<file path="config.mk">
export PLATFORM = sky130hd
export DESIGN_NAME = interval_timer_ctrl_flat
export DESIGN_NICKNAME = d
export VERILOG_FILES = /design/src/rtl/interval_timer_ctrl_pkg.sv /design/src/rtl/interval_timer_ctrl_if.sv /design/src/rtl/interval_timer_ctrl_mod_counter_en.sv /design/src/rtl/interval_timer_ctrl.sv /design/src/flat_wrapper.sv
export SDC_FILE = /design/constraint.sdc
export NUM_CORES = 1
export LEC_CHECK = 0
export ABC_CLOCK_PERIOD_IN_PS = 1800
export BUFFER_PORTS_ARGS = -buffer_cell sky130_fd_sc_hd__buf_4
export CORE_ASPECT_RATIO = 1.75
export CORE_MARGIN = 3
export CORE_UTILIZATION = 35
export DETAILED_ROUTE_END_ITERATION = 10
export PLACE_DENSITY = 0.69
export SETUP_SLACK_MARGIN = 0.05
export SYNTH_ARGS = -nofsm -noshare
export SYNTH_HDL_FRONTEND = slang
export SYNTH_SLANG_ARGS = --single-unit
</file>
<file path="constraint.sdc">
create_clock -name clk -period 1.8 [get_ports clk]
set_clock_uncertainty 0.15 [all_clocks]
set_input_delay 0.36 -clock clk [delete_from_list [all_inputs] [get_ports clk]]
set_output_delay 0.36 -clock clk [all_outputs]
set_load 0.05 [all_outputs]
</file>
<file path="src/rtl/interval_timer_ctrl_pkg.sv">
// Shared definitions for the interval timer: state encoding and default widths.
package interval_timer_ctrl_pkg;

   localparam int unsigned DEF_N   = 8;
   localparam int unsigned DEF_DIV = 4;

   typedef enum logic [1:0] {
      ST_IDLE  = 2'b00,
      ST_RUN   = 2'b01,
      ST_PAUSE = 2'b10
   } state_e;

endpackage

</file>
<file path="src/rtl/interval_timer_ctrl_if.sv">
// Control/status bundle between a timer user (master) and interval_timer_ctrl (slave).
interface interval_timer_ctrl_if
   import interval_timer_ctrl_pkg::*;
#(
   parameter int unsigned N = DEF_N
);
   logic         start;
   logic         stop;
   logic         hold;
   logic         oneshot;
   logic [N-1:0] period;
   logic [N-1:0] q;
   logic         busy;
   logic         done_tick;

   modport master (output start, stop, hold, oneshot, period,
                   input  q, busy, done_tick);
   modport slave  (input  start, stop, hold, oneshot, period,
                   output q, busy, done_tick);
endinterface

</file>
<file path="src/rtl/interval_timer_ctrl_mod_counter_en.sv">
// W-bit counter with synchronous clear and enable; wraps to 0 after reaching max_val.
module mod_counter_en #(
   parameter int unsigned W = 8
) (
   input  logic         clk,
   input  logic         reset,
   input  logic         clr,
   input  logic         en,
   input  logic [W-1:0] max_val,
   output logic [W-1:0] q,
   output logic         max_tick
);

   assign max_tick = (q == max_val);

   always_ff @(posedge clk or posedge reset) begin
      if (reset)
         q <= '0;
      else if (clr)
         q <= '0;
      else if (en)
         q <= max_tick ? '0 : q + W'(1);
   end

endmodule

</file>
<file path="src/rtl/interval_timer_ctrl.sv">
// Programmable interval timer sequencer (start/stop/hold, one-shot or periodic).
// Optional divide-by-DIV prescaler on every advance: define TIMER_PRESCALE_EN.
module interval_timer_ctrl
   import interval_timer_ctrl_pkg::*;
#(
   parameter int unsigned N   = DEF_N,
   parameter int unsigned DIV = DEF_DIV
) (
   input  logic                 clk,
   input  logic                 reset,
   interval_timer_ctrl_if.slave bus
);

   if (DIV < 2 || DIV > 65536) begin : g_div_check
      $error("interval_timer_ctrl: DIV must be in 2..65536");
   end

   state_e       state, state_nxt;
   logic [N-1:0] period_reg;
   logic         mode_reg;
   logic         active;
   logic         pre_tick;
   logic         advance;
   logic         cnt_max;
   logic         expire;

   assign active = (state != ST_IDLE);

   // stop/start override any advance, so a coincident expiry is never reported
   assign advance = active & ~bus.hold & ~bus.start & ~bus.stop & pre_tick;
   assign expire  = advance & cnt_max;

`ifdef TIMER_PRESCALE_EN
   localparam int unsigned PW = $clog2(DIV);
   logic [PW-1:0] pre_q;
   logic          pre_max;

   mod_counter_en #(.W(PW)) u_prescale (
      .clk      (clk),
      .reset    (reset),
      .clr      (bus.start | bus.stop),
      .en       (active & ~bus.hold),
      .max_val  (PW'(DIV - 1)),
      .q        (pre_q),
      .max_tick (pre_max)
   );
   assign pre_tick = pre_max;
`else
   assign pre_tick = 1'b1;
`endif

   mod_counter_en #(.W(N)) u_count (
      .clk      (clk),
      .reset    (reset),
      .clr      (bus.start | bus.stop),
      .en       (advance),
      .max_val  (period_reg),
      .q        (bus.q),
      .max_tick (cnt_max)
   );

   always_ff @(posedge clk or posedge reset) begin
      if (reset)
         state <= ST_IDLE;
      else
         state <= state_nxt;
   end

   // Priority: stop > start > terminal count > hold
   always_comb begin
      state_nxt = state;
      case (state)
         ST_IDLE:  state_nxt = ST_IDLE;
         ST_RUN,
         ST_PAUSE: begin
            if (expire && mode_reg)
               state_nxt = ST_IDLE;
            else
               state_nxt = bus.hold ? ST_PAUSE : ST_RUN;
         end
         default:  state_nxt = ST_IDLE;
      endcase
      if (bus.start)
         state_nxt = ST_RUN;
      if (bus.stop)
         state_nxt = ST_IDLE;
   end

   always_ff @(posedge clk or posedge reset) begin
      if (reset) begin
         period_reg    <= '0;
         mode_reg      <= 1'b0;
         bus.busy      <= 1'b0;
         bus.done_tick <= 1'b0;
      end else begin
         bus.busy      <= (state_nxt != ST_IDLE);
         bus.done_tick <= expire;
         if (bus.start) begin
            period_reg <= bus.period;
            mode_reg   <= bus.oneshot;
         end
      end
   end

endmodule

</file>
<file path="src/flat_wrapper.sv">
// flat-port wrapper written by rule: the top's interface ports become plain ports
module interval_timer_ctrl_flat import interval_timer_ctrl_pkg::*;
#(
   parameter int unsigned N   = DEF_N,
   parameter int unsigned DIV = DEF_DIV
)
  (clk, reset, bus_start, bus_stop, bus_hold, bus_oneshot, bus_period, bus_q, bus_busy, bus_done_tick);
  interval_timer_ctrl_if #(.N(N)) bus_i ();
  input  logic clk;
  input  logic reset;
  input wire logic [$bits(bus_i.start)-1:0] bus_start;
  input wire logic [$bits(bus_i.stop)-1:0] bus_stop;
  input wire logic [$bits(bus_i.hold)-1:0] bus_hold;
  input wire logic [$bits(bus_i.oneshot)-1:0] bus_oneshot;
  input wire logic [$bits(bus_i.period)-1:0] bus_period;
  output wire logic [$bits(bus_i.q)-1:0] bus_q;
  output wire logic [$bits(bus_i.busy)-1:0] bus_busy;
  output wire logic [$bits(bus_i.done_tick)-1:0] bus_done_tick;
  assign bus_i.start = bus_start;
  assign bus_i.stop = bus_stop;
  assign bus_i.hold = bus_hold;
  assign bus_i.oneshot = bus_oneshot;
  assign bus_i.period = bus_period;
  assign bus_q = bus_i.q;
  assign bus_busy = bus_i.busy;
  assign bus_done_tick = bus_i.done_tick;
  interval_timer_ctrl #(.N(N), .DIV(DIV)) u_core (.clk(clk), .reset(reset), .bus(bus_i));
endmodule
</file>
==> impl_metrics.yaml <==
power:
  p_leak_nw: 0.738
  powerDensity_mw_per_mm2: 636
  ir_drop_mv: 0.610
  power_mw: 0.989
worst_hold_path:
  holdPathStages: 2
  min_to: "u_core.state[0]"
  hp-class: "primary input to register"
  min_from: "bus_stop"
timing:
  slew_headroom_pct: 63.9
  slew_violations: 0
  setup_slack_ns: -0.0342
  worst_pin_slew_ns: 0.539
  max_clock_freq_mhz: 545
  post-route-min-period_ns: 1.83
  grt_setup_unrepaired: "yes"
  timing_hold_violations_final: 0
  finalSetupViolCount: 2
  holdWs_ns: 0.124
  min_period_over_period_pct: 102
setup_path:
  r2r_start: "u_core.period_reg[6]"
  r2r_cells: 6
  critPathKind: "register to register"
  r2r_end: "u_core.u_count.q[3]"
  startpoint_type: "register"
  cp-end-kind: "register"
  reg2reg_slack_ns: -0.03
  crit_arrival_ns: 1.83
  required_ns: 1.80
  path_max_fanout: 7
finish:
  drive_gt1_share_pct: 57.6
  fill_cells: 236
  antenna_cells: 0
  nNetsFinal: 156
  layout_commonest_cell: "buf_4"
  syn_to_final_growth_pct: 48.4
  final_cell_mix: "buf_4 (44), dfrtp_1 (13), mux2_2 (9)"
die:
  core-area_mm2: 0.00278
  start_util_pct: 37.6
  die-area_mm2: 0.00371
  die_h_um: 78.4
  die_w_um: 47.4
  rows: 25
  pin_count: 24
synthesis:
  syn_nets: 107
  ys_seq_elements: 21
  synth_seq_area_share_pct: 50.2
  netlist_instances: 91
  ys_warn_count: 0
  netlist_area_mm2: 0.00105
  synth.avg_cell_area_um2: 11.5
  yosysUniqueCellTypes: 23
place:
  gp_congestion: 0.763
  io_buffer_count: 23
  dpl.hpwl_um: 1800
clock_network:
  insertion_delay_ns: 0.26
  cts.path.max_buffers: 2
  cts_sinks: 21
  clk_transition_reported_paths_ns: 0.08
  htreeDepth: 1
  cts_tree: "done"
  cts_buffers: 3
  clockRootBuffer: "clkbuf_8"
status:
  violations: "setup timing"
  status: "finished with violations"
global_routing:
  grt_pass1_vias: 880
  overflow: 0
  grt_first_pass_wirelength_um: 3820
  grt_antenna_before_repair: 0
  grt_max_degree: 22
  grtUsageTotal_pct: 14.5
drt:
  drc: 0
  drt_wl_total_um: 2420
  wl_per_cell_um: 14.6
  vias_per_cell: 5.26
  antenna_left: 0
  drt-initial-drc-count: 26
  dr.pass1.iters: 4
  vias: 873
job:
  cap_violations: 0
## how the worst max path moves through the flow
stage / startpoint / end / slack (ns) / cells after the start
2_1_floorplan: u_core.u_count.q[2] / u_core.u_count.q[5] / -0.07 / 5
3_3_place_gp: u_core.u_count.q[1] / u_core.u_count.q[5] / 0.01 / 5
3_5_place_dp: u_core.state[0] / u_core.u_count.q[5] / -0.04 / 6
4_1_cts: u_core.period_reg[4] / u_core.state[0] / -0.04 / 6
5_1_grt: u_core.period_reg[6] / u_core.u_count.q[3] / -0.09 / 6
6_report: u_core.period_reg[6] / u_core.u_count.q[3] / -0.03 / 6
## per-layer routing
metal | GRT usage [%] | up-vias | share of wire (%)
met5 | 0 | - | 0
met4 | 6.37 | 0 | 1.8
li1 | - | 416 | -
met3 | 3.44 | 5 | 4.5
met2 | 25.9 | 25 | 57
met1 | 14.7 | 427 | 37
## per-stage QoR
step | instance area, um^2 | util [%] | std cells | TNS [ns] | worst slack, ns
3_5_place_dp | 1380 | 49.6 | 154 | -0.142 | -0.0426
4_1_cts | 1470 | 52.7 | 161 | -0.140 | -0.0402
2_1_floorplan | 1080 | - | 91 | -0.329 | -0.0713
5_1_grt | 1550 | 55.8 | 166 | -0.374 | -0.0904
3_3_place_gp | 1380 | 49.6 | 154 | 0 | 0.0126
6_report | 1550 | 55.8 | 166 | -0.0636 | -0.0342
## repair_timing
item / in CTS / in global routing
endpoints found under the setup margin: 10 / 10
hold buffers: 1 / 0
cloned: 0 / 0
pin swaps: 1 / 4
endpoints found under the hold margin: 21 / 0
resized for setup: 3 / 9
setup buffers: 2 / 5
## layout make-up
| class | count | area, um^2 | share of cell area (%) |
|---|---|---|---|
| tap | 27 | 33.8 | 2.17 |
| inverter | 4 | 15.0 | 0.966 |
| clock buffer | 4 | 45.0 | 2.90 |
| sequential | 21 | 536 | 34.5 |
| multi-input combinational | 64 | 573 | 36.9 |
| timing repair buffer | 46 | 352 | 22.6 |
## cells by family (layout without fill, tap and decap cells)
family,after synthesis,count (layout),synth area share (%)
adders and majority gates,2,2,2.39
muxes,10,10,10.8
xor gates and xnor gates,8,8,6.69
DFF,21,21,50.2
buffers and inverters,6,54,2.87
AOI/OAI and AO/OA,18,18,12.7
and+or+nand+nor,26,26,14.5
## worst max-delay path, stage by stage (launching register included)
cell and delay [ns]:
dfrtp_1 0.42, xor2_2 0.20, nor4_4 0.31, buf_4 0.18
a21oi_4 0.07, and3_1 0.14, a221o_1 0.25
## cell usage after synthesis, drive strengths merged
library cell  number  area (um^2)
a211oi             1         7.51
a21o               2         15.0
a21oi              3         18.8
a221o              1         10.0
a22o               5         43.8
a31o               2         17.5
and3               2         12.5
buf                1         11.3
clkbuf             1         3.75
dfrtp             21          526
ha                 2         25.0
inv                4         15.0
mux2              10          113
nand2              5         18.8
nand3              4         20.0
nor2               9         33.8
nor2b              1         6.26
nor3               1         5.00
nor4               2         42.5
o21ai              4         20.0
or2                2         12.5
xor2               8         70.1
## report_power, final
group          leakage [nW]  switching [mW]  internal (mW)
Sequential            0.257          0.0207          0.496
Combinational         0.459          0.0746         0.0844
Clock                0.0228           0.155          0.158
Total                 0.738           0.250          0.739
Power figures use the tool's default switching activity.
